--- src/rtl/tpu_pkg.sv ---
// Shared types and constants for the host-side sequencer of the tpu core.
//  cmd_e        : 3-bit host command codes sampled from uio_in[7:5]
//  seq_state_e  : sequencer FSM states
//  *_DEPTH      : entry counts of the weight, input and instruction memories
package tpu_pkg;

    typedef enum logic [2:0] {
        CMD_NOP      = 3'b000,
        CMD_LOAD_W   = 3'b001,
        CMD_LOAD_INP = 3'b010,
        CMD_LOAD_INS = 3'b011,
        CMD_START    = 3'b100,
        CMD_ABORT    = 3'b101,
        CMD_RSV6     = 3'b110,
        CMD_RSV7     = 3'b111
    } cmd_e;

    typedef enum logic [1:0] {
        ST_IDLE = 2'd0,
        ST_LOAD = 2'd1,
        ST_RUN  = 2'd2,
        ST_DONE = 2'd3
    } seq_state_e;

    localparam int W_DEPTH   = 4;
    localparam int INP_DEPTH = 4;
    localparam int INS_DEPTH = 16;

    // True for the three memory-load commands.
    function automatic logic is_load_cmd(input cmd_e cmd);
        return (cmd == CMD_LOAD_W) || (cmd == CMD_LOAD_INP) || (cmd == CMD_LOAD_INS);
    endfunction

endpackage

--- src/rtl/host_load_sequencer_burst_addr_gen.sv ---
// Burst address generator: produces the write address for the current load
// cycle. On the first cycle of a burst the base address is used directly;
// on later cycles the last written address is incremented, wrapping to 0 at
// the runtime depth of the selected memory. Also range-checks the base.
// Ports:
//  clk, rst_n  clock, asynchronous active-low reset
//  first       current cycle starts a new burst (use base)
//  step        current cycle continues an accepted burst (advance)
//  base        burst base address from the host
//  depth       entry count of the memory being loaded
//  wr_addr     address for this cycle (combinational)
//  base_ok     base lies inside the selected memory
module burst_addr_gen #(
    parameter int ADDR_W = 5
) (
    input  logic              clk,
    input  logic              rst_n,
    input  logic              first,
    input  logic              step,
    input  logic [ADDR_W-1:0] base,
    input  logic [ADDR_W:0]   depth,
    output logic [ADDR_W-1:0] wr_addr,
    output logic              base_ok
);

    logic [ADDR_W-1:0] cur_r;
    logic [ADDR_W:0]   cur_inc_s;
    logic              update_s;

    // Select base or wrapped increment and decide whether the counter moves.
    always_comb begin
        base_ok   = ({1'b0, base} < depth);
        cur_inc_s = {1'b0, cur_r} + {{ADDR_W{1'b0}}, 1'b1};
        if (first) begin
            wr_addr = base;
        end else if (cur_inc_s >= depth) begin
            wr_addr = {ADDR_W{1'b0}};
        end else begin
            wr_addr = cur_inc_s[ADDR_W-1:0];
        end
        // A rejected base must not disturb the counter.
        update_s = (first && base_ok) || (!first && step);
    end

    // Last address actually written in the current burst.
    always_ff @(posedge clk or negedge rst_n) begin
        if (!rst_n) begin
            cur_r <= {ADDR_W{1'b0}};
        end else if (update_s) begin
            cur_r <= wr_addr;
        end else begin
            cur_r <= cur_r;
        end
    end

endmodule

--- src/rtl/host_load_sequencer.sv ---
// Host-side controller between the Tiny Tapeout pins and the tpu core.
// Samples command/address/data each cycle, converts load bursts into
// addressed write strobes for the three memories, and sequences
// start/run/done of the core with a run watchdog. All outputs registered.
// Ports:
//  clk, rst_n                 clock, asynchronous active-low reset
//  data_in                    host data byte
//  cmd_in                     host command
//  addr_in                    burst base address
//  core_done                  core finished (level or pulse)
//  mem_we_w/_inp/_ins         per-memory write strobes
//  mem_addr, mem_wdata        shared write address and data
//  core_start, core_abort     one-cycle control pulses to the core
//  busy, done, err            RUN indicator, DONE indicator, sticky error
module host_load_sequencer #(
    parameter int DATA_W    = 8,
    parameter int ADDR_W    = 5,
    parameter int W_DEPTH   = tpu_pkg::W_DEPTH,
    parameter int INP_DEPTH = tpu_pkg::INP_DEPTH,
    parameter int INS_DEPTH = tpu_pkg::INS_DEPTH,
    parameter int RUN_TMO   = 255
) (
    input  logic              clk,
    input  logic              rst_n,
    input  logic [DATA_W-1:0] data_in,
    input  logic [2:0]        cmd_in,
    input  logic [ADDR_W-1:0] addr_in,
    input  logic              core_done,
    output logic              mem_we_w,
    output logic              mem_we_inp,
    output logic              mem_we_ins,
    output logic [ADDR_W-1:0] mem_addr,
    output logic [DATA_W-1:0] mem_wdata,
    output logic              core_start,
    output logic              core_abort,
    output logic              busy,
    output logic              done,
    output logic              err
);

    import tpu_pkg::*;

    localparam int WD_W = $clog2(RUN_TMO + 1);
    localparam logic [WD_W:0]   TMO_C       = (WD_W + 1)'(RUN_TMO);
    localparam logic [ADDR_W:0] W_DEPTH_C   = (ADDR_W + 1)'(W_DEPTH);
    localparam logic [ADDR_W:0] INP_DEPTH_C = (ADDR_W + 1)'(INP_DEPTH);
    localparam logic [ADDR_W:0] INS_DEPTH_C = (ADDR_W + 1)'(INS_DEPTH);

    seq_state_e        state_r, state_nxt_s;
    cmd_e              prev_cmd_r, cmd_s;
    logic [WD_W-1:0]   wdog_r, wdog_nxt_s;
    logic [WD_W:0]     wdog_inc_s;
    logic              err_r, err_nxt_s;
    logic              burst_ok_r, burst_ok_nxt_s;
    logic              start_nxt_s, abort_nxt_s;
    logic              cmd_new_s, is_load_s, first_s, step_s, gen_first_s;
    logic              load_allowed_s, write_s;
    logic              we_w_s, we_inp_s, we_ins_s;
    logic [ADDR_W:0]   depth_s;
    logic [ADDR_W-1:0] wr_addr_s;
    logic              base_ok_s;

    logic              mem_we_w_r, mem_we_inp_r, mem_we_ins_r;
    logic [ADDR_W-1:0] mem_addr_r;
    logic [DATA_W-1:0] mem_wdata_r;
    logic              core_start_r, core_abort_r, busy_r, done_r;

    // Command decode, burst classification and write-strobe generation.
    always_comb begin
        cmd_s          = cmd_e'(cmd_in);
        cmd_new_s      = (cmd_in != prev_cmd_r);
        is_load_s      = is_load_cmd(cmd_s);
        load_allowed_s = (state_r != ST_RUN);
        // Outside LOAD any load command starts afresh; inside LOAD only a
        // change of command (including between memories) does.
        first_s        = is_load_s && (cmd_new_s || (state_r != ST_LOAD));
        gen_first_s    = first_s && load_allowed_s;
        step_s         = load_allowed_s && is_load_s && !first_s && burst_ok_r;
        if (first_s) begin
            write_s = load_allowed_s && base_ok_s;
        end else begin
            write_s = step_s;
        end
        case (cmd_s)
            CMD_LOAD_INP: depth_s = INP_DEPTH_C;
            CMD_LOAD_INS: depth_s = INS_DEPTH_C;
            default:      depth_s = W_DEPTH_C;
        endcase
        we_w_s   = write_s && (cmd_s == CMD_LOAD_W);
        we_inp_s = write_s && (cmd_s == CMD_LOAD_INP);
        we_ins_s = write_s && (cmd_s == CMD_LOAD_INS);
    end

    burst_addr_gen #(
        .ADDR_W (ADDR_W)
    ) u_burst_addr_gen (
        .clk     (clk),
        .rst_n   (rst_n),
        .first   (gen_first_s),
        .step    (step_s),
        .base    (addr_in),
        .depth   (depth_s),
        .wr_addr (wr_addr_s),
        .base_ok (base_ok_s)
    );

    // Sequencer next-state, error, watchdog and control-pulse logic.
    always_comb begin
        state_nxt_s    = state_r;
        err_nxt_s      = err_r;
        start_nxt_s    = 1'b0;
        abort_nxt_s    = 1'b0;
        wdog_nxt_s     = wdog_r;
        burst_ok_nxt_s = burst_ok_r;
        wdog_inc_s     = {1'b0, wdog_r} + {{WD_W{1'b0}}, 1'b1};
        case (state_r)
            ST_IDLE, ST_LOAD, ST_DONE: begin
                case (cmd_s)
                    CMD_LOAD_W, CMD_LOAD_INP, CMD_LOAD_INS: begin
                        state_nxt_s = ST_LOAD;
                        if (first_s) begin
                            // A bad base blocks the rest of this burst.
                            burst_ok_nxt_s = base_ok_s;
                            if (!base_ok_s) begin
                                err_nxt_s = 1'b1;
                            end else begin
                                err_nxt_s = err_r;
                            end
                        end else begin
                            burst_ok_nxt_s = burst_ok_r;
                        end
                    end
                    CMD_START: begin
                        // Held START does not retrigger the core.
                        if (cmd_new_s) begin
                            start_nxt_s = 1'b1;
                            state_nxt_s = ST_RUN;
                            wdog_nxt_s  = {WD_W{1'b0}};
                        end else begin
                            state_nxt_s = state_r;
                        end
                    end
                    CMD_ABORT: begin
                        state_nxt_s = ST_IDLE;
                        err_nxt_s   = 1'b0;
                    end
                    default: begin
                        if (state_r == ST_LOAD) begin
                            state_nxt_s = ST_IDLE;
                        end else begin
                            state_nxt_s = state_r;
                        end
                    end
                endcase
            end
            ST_RUN: begin
                if (cmd_s == CMD_ABORT) begin
                    abort_nxt_s = 1'b1;
                    err_nxt_s   = 1'b0;
                    state_nxt_s = ST_IDLE;
                end else begin
                    if ((is_load_s || (cmd_s == CMD_START)) && cmd_new_s) begin
                        err_nxt_s = 1'b1;
                    end else begin
                        err_nxt_s = err_r;
                    end
                    // Completion takes priority over a simultaneous timeout.
                    if (core_done) begin
                        state_nxt_s = ST_DONE;
                    end else if (wdog_inc_s == TMO_C) begin
                        err_nxt_s   = 1'b1;
                        abort_nxt_s = 1'b1;
                        state_nxt_s = ST_IDLE;
                    end else begin
                        wdog_nxt_s = wdog_inc_s[WD_W-1:0];
                    end
                end
            end
            default: begin
                state_nxt_s = ST_IDLE;
            end
        endcase
    end

    // Sequencer state, command history and watchdog registers.
    always_ff @(posedge clk or negedge rst_n) begin
        if (!rst_n) begin
            state_r    <= ST_IDLE;
            prev_cmd_r <= CMD_NOP;
            wdog_r     <= {WD_W{1'b0}};
            err_r      <= 1'b0;
            burst_ok_r <= 1'b0;
        end else begin
            state_r    <= state_nxt_s;
            prev_cmd_r <= cmd_s;
            wdog_r     <= wdog_nxt_s;
            err_r      <= err_nxt_s;
            burst_ok_r <= burst_ok_nxt_s;
        end
    end

    // Output registers; address and data hold their last written value.
    always_ff @(posedge clk or negedge rst_n) begin
        if (!rst_n) begin
            mem_we_w_r   <= 1'b0;
            mem_we_inp_r <= 1'b0;
            mem_we_ins_r <= 1'b0;
            mem_addr_r   <= {ADDR_W{1'b0}};
            mem_wdata_r  <= {DATA_W{1'b0}};
            core_start_r <= 1'b0;
            core_abort_r <= 1'b0;
            busy_r       <= 1'b0;
            done_r       <= 1'b0;
        end else begin
            mem_we_w_r   <= we_w_s;
            mem_we_inp_r <= we_inp_s;
            mem_we_ins_r <= we_ins_s;
            if (write_s) begin
                mem_addr_r  <= wr_addr_s;
                mem_wdata_r <= data_in;
            end else begin
                mem_addr_r  <= mem_addr_r;
                mem_wdata_r <= mem_wdata_r;
            end
            core_start_r <= start_nxt_s;
            core_abort_r <= abort_nxt_s;
            busy_r       <= (state_nxt_s == ST_RUN);
            done_r       <= (state_nxt_s == ST_DONE);
        end
    end

    assign mem_we_w   = mem_we_w_r;
    assign mem_we_inp = mem_we_inp_r;
    assign mem_we_ins = mem_we_ins_r;
    assign mem_addr   = mem_addr_r;
    assign mem_wdata  = mem_wdata_r;
    assign core_start = core_start_r;
    assign core_abort = core_abort_r;
    assign busy       = busy_r;
    assign done       = done_r;
    assign err        = err_r;

endmodule

--- config.mk ---
export PLATFORM = sky130hd
export DESIGN_NAME = host_load_sequencer
export DESIGN_NICKNAME = d
export VERILOG_FILES = /design/src/rtl/tpu_pkg.sv /design/src/rtl/host_load_sequencer_burst_addr_gen.sv /design/src/rtl/host_load_sequencer.sv
export SDC_FILE = /design/constraint.sdc
export NUM_CORES = 1
export LEC_CHECK = 0
export CORE_MARGIN = 2
export CORE_UTILIZATION = 30
export DETAILED_ROUTE_END_ITERATION = 8
export SKIP_LAST_GASP = 1
export SLEW_MARGIN = 15
export SYNTH_ARGS = -nofsm -noshare
export SYNTH_HDL_FRONTEND = slang
export SYNTH_SLANG_ARGS = --single-unit
--- constraint.sdc ---
create_clock -name clk -period 2 [get_ports clk]
set_input_delay 0.4 -clock clk [delete_from_list [all_inputs] [get_ports clk]]
set_output_delay 0.4 -clock clk [all_outputs]
set_load 0.01 [all_outputs]
# After elaboration in Yosys (flattened, before gate mapping)
# Cells that the tools add are included.
# totals
register_bits	40
inputBits	19
out_inout_bits	21
word_cells	98
# op_classes
add_sub_neg	2
magnitude_cmp	2
eq_ne	22
muxes	32
n_reduce_logical	25
# ops
operator	n
8-bit 2-to-1 mux	5
8-bit one-hot mux with 2 select lines	1
5-bit 2-to-1 mux	3
1-bit 2-to-1 mux	14
1-bit logical AND	12
2-bit inequality test, second input constant	6
2-bit 2-to-1 mux	5
8-bit by 1-bit adder with 9-bit output, second input constant	1
9-bit by 8-bit == test with 1-bit output, second input constant	1
2-bit == test, second input constant	4
5-bit by 1-bit adder with 6-bit output, second input constant	1
3-bit by 2-bit == test with 1-bit output, second input constant	2
3-bit == test, second input constant	2
6-bit by 5-bit >= comparator with 1-bit output	1
3-bit inequality test, second input constant	2
2-bit one-hot mux with 3 select lines	1
3-bit AND reduction	2
3-bit OR reduction	2
1-bit logical OR	5
5-bit < comparator	1
5-bit AND reduction	1
1-bit one-hot mux with 2 select lines	2
2-bit one-hot mux with 2 select lines	1
3-bit by 1-bit == test with 1-bit output, second input constant	1
6 further kinds	7

# Depth between registers and ports, before layout
# Gate-level depths: netlist of the first run.
# depth
word_depth	10
depth_mapped	9
depth_no_buf	9

# By module
# From an unflattened synthesis of the first run, not the netlist that was laid out.
# unflattened
cells_unflattened	234
hier_area_um2	2389.8
# modules_own_cells
module	n_inst	cells_each	area_each_um2	seq_area_each_um2
host_load_sequencer	1	158	1735.4	875.8
burst_addr_gen	1	76	654.4	125.1

# Worst setup path after synthesis of the first run
# OpenSTA, ideal clock, no wires.
# synth_timing
path_kind	input port to flip-flop
startpoint	input cmd_in[1]
endpoint	register mem_wdata_r[2] (netlist: mem_wdata[2])
setup_ns	0.125
arrival_ns	1.992
required_ns	1.875
slack_ns	-0.117
cell_stages	7
n_path_buf	2
cell_sequence	clkbuf_1 -> nand3b_1 -> ha_1 -> a21oi_1 -> a21oi_4 -> buf_6 -> mux2_4
# synth_via
elab_chain_len	8
# synth_lines
element	line	rtl
start: declaration	host_load_sequencer.sv:26	input logic [2:0] cmd_in,
branches (longest 7 deep; another with 5-bit < comparator)	--	
1-bit 2-to-1 mux *	host_load_sequencer.sv:79	if (first_s) begin
end signal: assignment	host_load_sequencer.sv:209	mem_wdata_r <= {DATA_W{1'b0}};
end signal: assignment	host_load_sequencer.sv:220	mem_wdata_r <= data_in;
end signal: assignment	host_load_sequencer.sv:223	mem_wdata_r <= mem_wdata_r;
end: declaration	host_load_sequencer.sv:65	logic [DATA_W-1:0] mem_wdata_r;
# Mark *: on every way between the ends.
# A chain may end at the register's enable or synchronous reset.

# Worst setup path in the final report of the first run
# layout_timing
startpoint	register u_burst_addr_gen.cur_r[0]
endpoint	register mem_addr_r[0] (netlist: mem_addr[0])
# layout_via
elab_chain_len	4
# layout_lines
element	line	rtl
start: declaration	host_load_sequencer_burst_addr_gen.sv:26	logic [ADDR_W-1:0] cur_r;
start signal: assignment	host_load_sequencer_burst_addr_gen.sv:48	cur_r <= {ADDR_W{1'b0}};
start signal: assignment	host_load_sequencer_burst_addr_gen.sv:50	cur_r <= wr_addr;
start signal: assignment	host_load_sequencer_burst_addr_gen.sv:52	cur_r <= cur_r;
5-bit by 1-bit adder with 6-bit output *	host_load_sequencer_burst_addr_gen.sv:33	cur_inc_s = {1'b0, cur_r} + {{ADDR_W{1'b0}}, 1'b1};
6-bit by 5-bit >= comparator with 1-bit output	host_load_sequencer_burst_addr_gen.sv:36	end else if (cur_inc_s >= depth) begin
5-bit 2-to-1 mux *	host_load_sequencer_burst_addr_gen.sv:36	
5-bit 2-to-1 mux *	host_load_sequencer_burst_addr_gen.sv:34	if (first) begin
end signal: assignment	host_load_sequencer.sv:208	mem_addr_r <= {ADDR_W{1'b0}};
end signal: assignment	host_load_sequencer.sv:219	mem_addr_r <= wr_addr_s;
end signal: assignment	host_load_sequencer.sv:222	mem_addr_r <= mem_addr_r;
end: declaration	host_load_sequencer.sv:64	logic [ADDR_W-1:0] mem_addr_r;
# Mark *: on every way between the ends. The rest lies on a longest branch, timed or not.

==> results.yml, run 1 <==
synth:
  synthCells: 217
  synth.net_count: 243
  syn-cell-area_sq_um: 2251
  synth_area_per_cell_sq_um: 10.37
  synth_edf_count: 0
  yosys-top-cells-count: "40 x dfrtp_1, 23 x inv_1, 13 x a21oi_1"
  yosysMostFrequentCell: "dfrtp_1"
  ys.flop_type: "dfrtp_1"
  yosys.area.top_type: "dfrtp_1"
  synth.area.top_cells: "dfrtp_1 44%, ha_1 3.9%, inv_1 3.8%"
  ys_seq_area_frac: 0.4447
  async_flop_share: 1.000
  synth_seq_cells: 40
  synth_top_area_frac: 0.4447
  ys_warn_count: 0
  yosysUniqueCellTypes: 55
clock_tree:
  root_buffer: "clkbuf_8"
  cts_buffers: 5
  ctsHoldBuffers: 0
  htree_levels: 2
  clk_path_buf_depth: 2
  clock_latency_ns: 0.30
  path_clk_slew_ns: 0.09
  clock-sinks: 40
  cts_tree: "yes"
sta:
  tightest_slew_ns: 0.3688
  finClkSkew_ns: 0.01020
  setup_slack_ns: -0.1024
  rsz0062_at_grt: "true"
  setup_viol_count_final: 8
  relSlewSlack: 0.7524
  fmax_ghz: 0.4756
  finalMaxSlewViolations: 0
  fin_crit_ns: 2.102
  whs_ns: 0.04739
  hold_violations: 0
  fin_crit_sh: 1.051
place:
  hpwl_um: 3731
  gp_congestion: 0.8727
  post_dp_cell_area_sq_um: 3043
  port_buffers: 39
  place_inst: 390
power:
  combPwrFrac: 0.542
  switching_share: 0.3874
  clkPwrFrac: 0.130
  seqPwrFrac: 0.328
  power_mw: 4.175
  p_switching_mw: 1.617
  p_int_mw: 2.557
  vdd_ir_drop_max_mv: 0.5252
  power_density_nw_per_um2: 1244
  power.leakage_nw: 1.422
global_routing:
  grt_pass1_vias: 1814
  grt-ovfl-total: 0
  grt_max_degree: 41
  track_usage: 0.1321
  antenna_found_initial: 0
  grt_pass1_wl_um: 8811
layout:
  stdcell_area_sq_um: 3357
  drive_above_1_share: 0.3355
  fin_util: 0.4628
  area_delta_synth_final_pct: 49.14
  final_cell_count_no_fill: 406
  diodes: 0
  fin_nets: 332
outcome:
  violations: "negative setup slack"
  status: "finished with violations"
floorplan:
  ios: 40
  start_util: 0.3103
  core-area_sq_um: 7253
  die_w_um: 90.62
  die_h_um: 90.62
  row_count: 31
  dieArea_sq_um: 8212
detailed_routing:
  drt_iter0_markers: 90
  routed-via-count: 1892
  final_antenna_net_count: 0
  wl_um: 5398
  first_pass_iters: 4
  drc: 0
  viasPerCell: 4.660
  wire_per_inst_um: 13.30
run:
  maxCapViolations: 0
worst_setup_path:
  worst_ep_arrival_time_ns: 2.28
  crit_fanout: 3
  crit_required_ns: 2.18
  ff2ff_setup_slack_ns: -0.10
  end_kind: "register"
  start_kind: "register"
  path_class: "reg -> reg"
hold_path:
  hold_class: "in -> async"
## state kept, by name (all words and copies together) (netlist names)
signal	cells
burst_ok_r	1
busy	1
core_abort	1
core_start	1
done	1
err	1
mem_addr	5
mem_wdata	8
mem_we_inp	1
mem_we_ins	1
mem_we_w	1
prev_cmd_r	3
state_r	2
u_burst_addr_gen.cur_r	5
wdog_r	8
## critical path: stages (launching register included)
cell and delay, ns:
dfrtp_1 0.40, ha_4 0.19, nand3_4 0.09, xnor2_2 0.17, ha_1 0.32, inv_2 0.05, a31oi_4 0.19, buf_6 0.13
nor3_2 0.04, a221oi_2 0.30, a21oi_1 0.08
## what timing repair did
action / in CTS / in global routing
setup endpoints to repair: 29 / 20
gates resized for setup: 17 / 14
pin swaps: 14 / 14
buffers inserted: 2 / 8
## power by group through the flow
| stage | combinational, mW | clock (mW) | sequential (mW) |
|---|---|---|---|
| floorplan | 0.948 | 0 | 1.41 |
| CTS | 2.04 | 0.569 | 1.35 |
| detailed placement | 1.90 | 0 | 1.34 |
| finish | 2.26 | 0.541 | 1.37 |
| global route | 2.46 | 0.610 | 1.42 |
| global placement | 1.88 | 0 | 1.33 |
## per-stage QoR
| stage | setup WS (ns) | TNS, ns |
|---|---|---|
| floorplan | 0.01099 | 0 |
| global placement | -0.4538 | -12.93 |
| detailed placement | -0.4950 | -13.60 |
| CTS | -0.07279 | -0.2172 |
| global route | -0.1734 | -1.524 |
| finish | -0.1024 | -0.4272 |
## final cells by class
class / instances / area [sq um]
Clock buffer: 5 / 68.82
Clock inverter: 3 / 18.77
Fill cell: 681 / 3896
Inverter: 23 / 86.33
Multi-Input combinational cell: 147 / 1281
Sequential cell: 40 / 1001
Tap cell: 99 / 123.9
Timing Repair Buffer: 89 / 777.0
## metal layers
metal / wire length (um) / GRT usage
met5: 0 / 0
met4: 118 / 0.05000
met3: 180 / 0.02838
met1: 2603 / 0.1785
met2: 2495 / 0.2071
## path summary, 6_finish.rpt
kind                                            from                        end  cells past startpoint
setup / recovery           u_burst_addr_gen.cur_r[0]                mem_addr[0]                     10
hold / removal                                 rst_n                        err                      2
setup reg to reg           u_burst_addr_gen.cur_r[0]                mem_addr[0]                     10
hold reg to reg                          mem_addr[2]                mem_addr[2]                      2
max in group asynchronous                      rst_n  u_burst_addr_gen.cur_r[2]                      2
min in group clk                         mem_addr[2]                mem_addr[2]                      2
## logic make-up (layout without fill, tap and decap cells)
group / count (synthesis) / after routing / synth area share
xor gates and xnor gates: 8 / 8 / 0.03113
and+or+nand+nor: 64 / 64 / 0.1707
adders and majority gates: 7 / 7 / 0.03891
DFF: 40 / 40 / 0.4447
muxes: 9 / 9 / 0.05002
AOI/OAI and AO/OA: 59 / 59 / 0.2035
buffers and inverters: 30 / 120 / 0.06114
## layout by cell type (no fill, tap or decap), types with 3 or more instances in the layout
cell type         n
ha_1              5
clkbuf_8          5
buf_4            47
and3_1            3
nand2b_1          6
o22ai_1           3
and2_1            3
dfrtp_1          40
inv_1            22
a21oi_1           9
nor2_1           10
nand3_1           5
dlygate4sd2_1     3
o21ai_0           7
xor2_1            3
o221ai_2          3
nand2_1          10
mux2_4            3
or3_1             3
clkdlybuf4s50_1  35
a21o_1            4
mux2_2            6
nor4_1            4
a21oi_2           5
(Power assumes the default switching activity.)
==> inputs of run 2 (changes only) <==
--- a/config.mk
+++ b/config.mk
@@ -5,7 +5,6 @@
 export SDC_FILE = /design/constraint.sdc
 export NUM_CORES = 1
 export LEC_CHECK = 0
-export CORE_MARGIN = 2
 export CORE_UTILIZATION = 30
 export DETAILED_ROUTE_END_ITERATION = 8
 export SKIP_LAST_GASP = 1
==> run 2 against run 1 <==
The flow still finishes with violations (negative setup slack). First-iteration DRC count grew 32%. Global-route usage rose by 1.2 points. Combinational power up 3%. Total power increased by 7.4%. Die area shrank 4.4%. Critical path depth did not move. Clock skew rose by 0.0049 ns. Worst hold slack better by 0.10 ns. Setup slack lost 0.024 ns. Wire length is 6.3% higher.
==> results.yml, run 2 (synthesis gave the netlist of run 1 again) <==
layout:
  fin_nets: 333
  final_cell_count_no_fill: 406
  diodes: 0
  layout_common_cells: "44 x buf_4, 38 x dfrtp_1, 35 x clkdlybuf4s50_1"
  area_delta_synth_final_pct: 51.92
  drive_above_1_share: 0.3518
  stdcell_area_sq_um: 3420
  fin_util: 0.4715
  final_common_cell: "buf_4"
  fillers: 683
detailed_routing:
  viasPerCell: 4.754
  wl_um: 5736
  drt_iter0_markers: 119
  drc: 0
  final_antenna_net_count: 0
  first_pass_iters: 4
  routed-via-count: 1930
  wire_per_inst_um: 14.13
global_routing:
  track_usage: 0.1445
  grt_pass1_vias: 1878
  grt_pass1_wl_um: 8728
  grt-ovfl-total: 0
  grt_max_degree: 41
  antenna_found_initial: 0
power:
  power.leakage_nw: 1.456
  power_density_nw_per_um2: 1312
  vdd_ir_drop_max_mv: 0.3797
  power_mw: 4.485
sta:
  setup_slack_ns: -0.1265
  rsz0062_at_grt: "true"
  finClkSkew_ns: 0.01507
  whs_ns: 0.1472
  finalMaxSlewViolations: 0
  fin_crit_ns: 2.126
  tightest_slew_ns: 0.5197
  relSlewSlack: 0.6535
  fmax_ghz: 0.4703
  setup_viol_count_final: 8
  fin_crit_sh: 1.063
  hold_violations: 0
run:
  maxCapViolations: 0
clock_tree:
  htree_levels: 2
  clock-sinks: 40
  root_buffer: "clkbuf_8"
  cts_tree: "yes"
  ctsHoldBuffers: 0
  path_clk_slew_ns: 0.09
  clock_latency_ns: 0.30
  cts_buffers: 5
  clk_path_buf_depth: 2
floorplan:
  die_w_um: 88.62
  core-area_sq_um: 7253
  die_h_um: 88.62
  start_util: 0.3103
  dieArea_sq_um: 7854
  row_count: 31
  ios: 40
outcome:
  status: "finished with violations"
  violations: "negative setup slack"
worst_setup_path:
  end_kind: "register"
  crit_required_ns: 2.23
  crit_fanout: 4
  worst_ep_arrival_time_ns: 2.36
  start_kind: "register"
  path_class: "reg -> reg"
place:
  post_dp_cell_area_sq_um: 3063
  gp_congestion: 0.8537
  hpwl_um: 3886
  place_inst: 391
  port_buffers: 39
hold_path:
  hold_class: "in -> async"
==> run 2: per-layer routing <==
metal  track usage  share of wire
met1        0.2023           0.47
met5             0              0
met3       0.02799          0.028
met2        0.2287           0.49
met4       0.03812         0.0059
==> run 2: repair_timing <==
action,4_1_cts,5_1_grt
setup buffers,3,4
endpoints found under the setup margin,31,25
cloned,0,1
pin swaps,8,24
gates resized for setup,10,31
==> run 2: path summary, 6_finish.rpt <==
kind	start	to	slack, ns	cells past startpoint
worst min-delay path	rst_n	mem_addr[4]	0.15	2
min in group clk	cmd_in[1]	mem_we_inp	0.40	2
worst max register to register	u_burst_addr_gen.cur_r[0]	u_burst_addr_gen.cur_r[2]	-0.13	10
worst min register to register	mem_addr[2]	mem_addr[2]	0.49	2
max in group asynchronous	rst_n	wdog_r[2]	1.45	2
worst max-delay path	u_burst_addr_gen.cur_r[0]	u_burst_addr_gen.cur_r[2]	-0.13	10
==> run 2: per-stage QoR <==
stage	setup TNS, ns	worst slack [ns]
2_1_floorplan	0	0.01099
3_3_place_gp	-13.58	-0.4892
3_5_place_dp	-14.79	-0.5369
4_1_cts	-1.202	-0.1791
5_1_grt	-2.062	-0.2717
6_report	-0.8719	-0.1265
==> run 2: worst max-delay path, stage by stage (launching register included) <==
cell and delay, ns:
dfrtp_1 0.41, ha_4 0.20, nand3_4 0.09, xnor2_2 0.23, ha_1 0.27, inv_1 0.06, a31oi_1 0.03, buf_4 0.16
nor4_4 0.34, a21oi_1 0.13, o22ai_2 0.14
==> run 2: report_power, final <==
| part | internal (mW) | total, mW | switching, mW | leakage, nW |
|---|---|---|---|---|
| logic | 1.28 | 2.33 | 1.05 | 0.899 |
| clock network | 0.491 | 0.779 | 0.288 | 0.0642 |
| registers | 1.11 | 1.38 | 0.267 | 0.493 |
| total | 2.88 | 4.48 | 1.60 | 1.46 |
==> run 2: layout make-up <==
type	count	area (sq um)	area share
Timing Repair Buffer	90	810.8	0.2371
Tap cell	99	123.9	0.03622
Inverter	23	86.33	0.02525
Clock buffer	5	68.82	0.02012
Sequential cell	40	1003	0.2934
Clock inverter	2	60.06	0.01756
Multi-Input combinational cell	147	1266	0.3703
